--- config.mk ---
export PLATFORM = sky130hd
export DESIGN_NAME = shift_bus_capture
export DESIGN_NICKNAME = d
export VERILOG_FILES = /design/src/rtl/shift_bus_capture.sv
export SDC_FILE = /design/constraint.sdc
export NUM_CORES = 1
export LEC_CHECK = 0
export CORE_ASPECT_RATIO = 2
export CORE_MARGIN = 8
export CORE_UTILIZATION = 47
export CTS_BUF_LIST = sky130_fd_sc_hd__clkbuf_16
export CTS_CLUSTER_SIZE = 12
export DETAILED_ROUTE_END_ITERATION = 6
export PLACE_DENSITY = 0.85
export SYNTH_ARGS = -nofsm -noshare
export SYNTH_HDL_FRONTEND = slang
export SYNTH_SLANG_ARGS = --single-unit
--- constraint.sdc ---
create_clock -name clk -period 1.6 [get_ports clk]
set_input_delay 0.24 -clock clk [delete_from_list [all_inputs] [get_ports clk]]
set_output_delay 0.24 -clock clk [all_outputs]
set_load 0.02 [all_outputs]
--- src/rtl/shift_bus_capture.sv ---
// Serializes each data_in lane through a 74LS165-style shift register and rebuilds the word in SIPO receivers.
// Optional SHIFT_CAPTURE_HOLD_EN: data_out is a separate register updated only when a transfer completes.
module shift_bus_capture #(
    parameter int  LANE_W = 8,
    parameter int  LANES  = 2,
    localparam int DATA_W = LANE_W * LANES
) (
    input  logic              clk,
    input  logic              reset,
    input  logic              start,
    input  logic [DATA_W-1:0] data_in,
    output logic              shld,
    output logic              serclk,
    output logic [4:0]        count,
    output logic              done,
    output logic [LANES-1:0]  ser_out,
    output logic [DATA_W-1:0] data_out
);

    typedef enum logic [1:0] {
        LOAD  = 2'd0,
        SHIFT = 2'd1,
        DONE  = 2'd2
    } state_t;

    localparam logic [4:0] LAST_BIT = 5'(LANE_W);

    state_t                       state_q,  state_d;
    logic                         serclk_q, serclk_d;
    logic [4:0]                   count_q,  count_d;
    logic                         done_q,   done_d;
    logic [LANES-1:0][LANE_W-1:0] tx_q, tx_d;
    logic [LANES-1:0][LANE_W-1:0] rx_q, rx_d;

    // Every bit takes a low and a high serclk cycle; all lanes move together on the rising half.
    always_comb begin
        state_d  = state_q;
        serclk_d = serclk_q;
        count_d  = count_q;
        done_d   = done_q;
        tx_d     = tx_q;
        rx_d     = rx_q;
        case (state_q)
            LOAD: begin
                tx_d     = data_in;
                state_d  = SHIFT;
                serclk_d = 1'b0;
                count_d  = '0;
                done_d   = 1'b0;
            end
            SHIFT: begin
                if (!serclk_q) begin
                    serclk_d = 1'b1;
                    count_d  = count_q + 5'd1;
                    for (int k = 0; k < LANES; k++) begin
                        rx_d[k] = {rx_q[k][LANE_W-2:0], tx_q[k][LANE_W-1]};
                        tx_d[k] = {tx_q[k][LANE_W-2:0], 1'b0};
                    end
                end else begin
                    serclk_d = 1'b0;
                    if (count_q == LAST_BIT) begin
                        state_d = DONE;
                        done_d  = 1'b1;
                    end
                end
            end
            DONE: begin
                if (start) begin
                    state_d = LOAD;
                    done_d  = 1'b0;
                    count_d = '0;
                end
            end
            default: begin
                state_d  = LOAD;
                serclk_d = 1'b0;
                count_d  = '0;
                done_d   = 1'b0;
            end
        endcase
    end

    always_ff @(posedge clk) begin
        if (reset) begin
            state_q  <= LOAD;
            serclk_q <= 1'b0;
            count_q  <= '0;
            done_q   <= 1'b0;
            tx_q     <= '0;
            rx_q     <= '0;
        end else begin
            state_q  <= state_d;
            serclk_q <= serclk_d;
            count_q  <= count_d;
            done_q   <= done_d;
            tx_q     <= tx_d;
            rx_q     <= rx_d;
        end
    end

    // The load strobe must stay inactive while reset holds the controller in LOAD.
    assign shld   = reset | (state_q != LOAD);
    assign serclk = serclk_q;
    assign count  = count_q;
    assign done   = done_q;

    always_comb begin
        ser_out = '0;
        for (int k = 0; k < LANES; k++) begin
            ser_out[k] = tx_q[k][LANE_W-1];
        end
    end

`ifdef SHIFT_CAPTURE_HOLD_EN
    logic [DATA_W-1:0] hold_q, hold_d;

    // Latch the receivers on the edge that enters DONE, when the last bit has landed.
    always_comb begin
        hold_d = hold_q;
        if (state_q == SHIFT && serclk_q && count_q == LAST_BIT) begin
            hold_d = rx_q;
        end
    end

    always_ff @(posedge clk) begin
        if (reset) begin
            hold_q <= '0;
        end else begin
            hold_q <= hold_d;
        end
    end

    assign data_out = hold_q;
`else
    assign data_out = rx_q;
`endif

endmodule

**Yosys cells after proc, flatten, opt, wreduce, memory -nomap -nowiden**

Cells that the tools add are included.

- Flip-flop bits (word level): 41
- Output and inout bits: 26
- Logic and storage cells: 40
- Input bits: 19

- Bitwise gates (word level): 2
- $add $sub $neg: 1
- Mux-type cells: 15
- Eq/ne operators: 7
- Reductions and logical operators: 7

Operators by type and width:

| operator | number |
|---|---|
| $pmux 16 s2 | 1 |
| $mux 16 | 1 |
| $mux 5 | 2 |
| $pmux 5 s2 | 1 |
| $ne 2x2->1 const B | 4 |
| $mux 2 | 3 |
| $pmux 2 s3 | 1 |
| $reduce_and 2->1 | 3 |
| $add 5x1->5 const B | 1 |
| $eq 5x4->1 const B | 1 |
| $mux 1 | 4 |
| $pmux 1 s2 | 2 |
| $reduce_bool 2->1 | 2 |
| $reduce_and 3->1 | 1 |
| $eq 2x1->1 const B | 1 |
| $eq 2x2->1 const B | 1 |
| $logic_not 2->1 | 1 |
| $not 1->1 | 1 |
| $or 1x1->1 | 1 |

**Depth between registers and ports, before layout**

- Word-level depth: 4
- Gate-level depth with buffers: 5
- Mapped depth without buffers: 5

**Least setup slack after synthesis**

OpenSTA, ideal clock, no wires.

- Path kind: register to register
- From: register state_q[1]
- To: register count_q[4] (netlist: count[4])
- Library setup time: 0.070 ns
- Stages on the path, launching flop included: 6
- Arrival time: 1.468 ns
- Period minus slack after synthesis: 1.538 ns
- Required time: 1.530 ns
- Slack: 0.062 ns
- Cells stage by stage: dfxtp_1 -> buf_6 -> and3b_1 -> clkbuf_2 -> or4_1 -> a21oi_1

- Longest elaborated chain between the ends: 3

Ends and longest elaborated chain:

| item | line | source |
|---|---|---|
| start, declared | 28 | `state_t state_q, state_d;` |
| start signal, assigned | 92 | `state_q <= state_d;` |
| $eq 2x1->1 / $eq 2x2->1 (equally long branches) | 43 | `case (state_q)` |
| $ne 2x2->1 (no line) | -- |  |
| $reduce_and 2->1 (no line) | -- |  |
| end signal, assigned | 94 | `count_q <= count_d;` |
| end, declared | 30 | `logic [4:0] count_q, count_d;` |

Several ways; a longest one is shown, not always the timed one.
A chain may end at the register's enable or synchronous reset.

**Worst setup path in the final report**

- From: register count_q[4] (netlist: count[4])
- To: output count[4]

RTL lines:

| item | line | source |
|---|---|---|
| end, declared | 14 | `output logic [4:0] count,` |

No word-level cell between the ends.

==> summary.md <==
| Metric | Value |
|---|---|
| Post-Syn Area | 1670 sq um |
| CP Cell Sequence | clkdlybuf4s50_1 |
| Critical Path RT | 1360 ps |
| TritonCTS clock tree | done |
| Post-CTS setup buffer count | 0 |
| Synth warn | 0 |
| Area growth syn-to-layout | 39.3% |
| Syn Nets | 225 |
| Drt wl/cell | 14.2 um |
| CP Class | register to output pin |
| Non-Filler Instances | 281 |
| Number of instances in the placed design | 273 |
| Total Routing Usage GR | 14.6% |
| Clk buf depth | 2 |
| Gr ovfl total | 0 |
| Hold_buf cts | 0 |
| Crit path buffers/inverters | 1 |
| Worst-path maximum fanout | 4 |
| Clk slew on worst S/H paths | 60 ps |
| Fin nets | 269 |
| RSZ-0062 raised after global routing | false |
| Leakage | 0.000910 uW |
| Syn avg cell area | 8.18 sq um |
| H-tree depth | 2 |
| Initial antenna violation count | 0 |
| DR DRC count | 0 |
| CP max-delay cell | clkdlybuf4s50_1 |
| Initial Util | 49.4% |
| Clock Root Buffer | clkbuf_16 |
| DP HPWL | 2840 um |
| Slowest cell delay on critical path | 640 ps |
| Fin. Hold Viols | 0 |
| Drt via density | 5.63 |
| Number of global-route vias before repair | 1631 |
| Endpoints failing setup | 0 |
| PnR worst setup slack | 41.7 ps |
| Core area | 3380 sq um |
| Sequential-to-total area share from yosys stat | 48.0% |
| Share of cells above drive strength 1 | 8.84% |
| Iteration-0 DRC Markers | 38 |
| Antenna Cells | 0 |
| Max IR drop VDD | 1340 uV |
| Total chip power | 2520 uW |
| Die area | 5830 sq um |
| Pre-antenna DRT Iters | 4 |
| Mapped Cells | 204 |
| Hold WC Path Type | register to register |
| Largest net degree at the start of global routing | 37 |
| Clock Latency Late Sink | 280 ps |
| DIE HEIGHT | 100 um |
| Tcrit/Tclk final | 97.4% |
| Worst-margin pin slew | 489 ps |
| Number of synthesized register bits | 40 |
| CTS Buf Count | 5 |
| Clock Skews | 2.83 ps |
| Util after Layout | 68.8% |
| Crit path launch type | register |
| Crit end category | output pin |
| MaxCap Viol Count | 0 |
| Fin. max-slew vios | 0 |
| Die X | 58.1 um |
| Via Count | 1583 |
| Max-slew headroom | 67.3% |
| Pre-CTS setup slack | -105 ps |
| Top Family by Delay on Critical Path | buffers and inverters |
| Power density cells | 1080 nW/um^2 |
| Synth unique cells | 27 |
| Fmax achieved | 0.642 GHz |
| Row count | 30 |
| Routed Antenna Nets | 0 |
| # fillers | 272 |
| Routed WL | 3990 um |
| Status | complete, no violations |
| Worst hold margin | 468 ps |
| First-pass GRT wire length | 6890 um |
| Port bufs | 44 |
| Arrival @ worst endpoint | 1320 ps |
| Tmin final | 1560 ps |
| Routability cong. | 0.805 |
| R2R Setup Slk | 110 ps |
| Ports | 45 |
| Clk sinks | 40 |
cells by family after synthesis:
kind of cell / after synthesis / synth area share [%]
buf+inv: 23 / 6.83
flops: 40 / 48.0
simple gates: 76 / 20.1
fa+ha+maj: 2 / 1.50
compound gates: 63 / 23.6
through the flow:
stage	cell area (sq um)	TNS [ps]
global placement	2160	-88.8
CTS	2320	0
global route	2320	0
floorplan	1670	0
finish	2320	0
detailed placement	2160	-105
cell usage after synthesis:
master,number,share of area [%]
nor3b_2,2,1.5
and3b_1,1,0.53
nor3_1,1,0.30
o21ba_2,1,0.60
nand3_1,2,0.60
nand2b_1,1,0.38
inv_1,4,0.90
ha_1,2,1.5
a22o_1,2,1.1
a21oi_1,23,6.9
buf_4,4,1.8
nand2_1,46,10
nand4b_1,1,0.53
a211oi_1,1,0.45
nor2b_1,2,0.75
buf_1,1,0.22
clkbuf_2,1,0.30
o21ai_0,18,5.4
buf_2,3,0.90
o21bai_1,1,0.45
buf_6,1,0.68
nor2_1,17,3.8
a311oi_1,14,7.4
dfxtp_1,40,48
clkbuf_1,9,2.0
o31ai_1,3,1.4
or4_1,3,1.4
layout by cell type, fill, tap and decap left out:
cell type | netlist | layout
nand2b_1 | 1 | 1
or4_1 | 3 | 3
nor2b_1 | 2 | 2
clkbuf_16 | 0 | 5
a21oi_1 | 23 | 22
nor3b_2 | 2 | 2
nor3_1 | 1 | 1
buf_12 | 0 | 1
a22o_1 | 2 | 2
buf_4 | 4 | 11
nand4b_1 | 1 | 1
nor2_1 | 17 | 17
o21bai_1 | 1 | 1
a311oi_1 | 14 | 14
ha_1 | 2 | 2
o31ai_1 | 3 | 3
a21oi_2 | 0 | 1
dlymetal6s2s_1 | 0 | 3
nand3_1 | 2 | 2
inv_1 | 4 | 4
clkdlybuf4s50_1 | 0 | 39
nand2_1 | 46 | 46
clkinv_1 | 0 | 2
dlygate4sd2_1 | 0 | 2
o21ba_2 | 1 | 1
a211oi_1 | 1 | 1
o21ai_0 | 18 | 18
and3b_1 | 1 | 1
bufinv_16 | 0 | 1
dfxtp_1 | 40 | 40
sequential cells by signal, indices dropped and copies added, names as in the netlist:
name,flops
tx_q,14
serclk,1
count,5
ser_out,2
state_q,2
data_out,16
final timing paths:
check	startpoint	to	depth (start not counted)
worst max-delay path	count[4]	count[4]	1
worst min-delay path	data_out[10]	data_out[11]	2
worst max register to register	state_q[0]	count[4]	4
worst min register to register	data_out[10]	data_out[11]	2
routing by layer:
| metal | vias up | routed length (um) | GRT usage, % | part of all wire (%) |
|---|---|---|---|---|
| li1 | 794 | - | - | - |
| met1 | 732 | 1570 | 14.6 | 39 |
| met2 | 53 | 2200 | 26.6 | 55 |
| met3 | 4 | 178 | 3.97 | 4.5 |
| met4 | 0 | 37 | 7.22 | 0.93 |
| met5 | - | 0 | 0 | 0 |
area by class of cell:
type / count / area, sq um / share of cell area (%)
clock buffers: 5 / 125 / 5.39
clock inverters: 3 / 37.5 / 1.62
inverters: 4 / 15.0 / 0.646
multi-input cells: 141 / 757 / 32.6
flip-flops and latches: 40 / 801 / 34.5
well taps: 32 / 40.0 / 1.72
repair buffers: 56 / 548 / 23.6
power breakdown:
part           leakage (uW)  switching, uW  total (uW)  internal [uW]
registers          0.000327           40.9        1100           1050
logic              0.000505            179         340            161
clock network     0.0000789            360        1080            724
timing repair:
item | CTS | global route
hold endpoints to repair | 0 | 0
gates cloned | 0 | 0
endpoints found under the setup margin | 2 | 3
gates resized for setup | 2 | 3
Note: power is estimated with default switching activity, not from simulation.
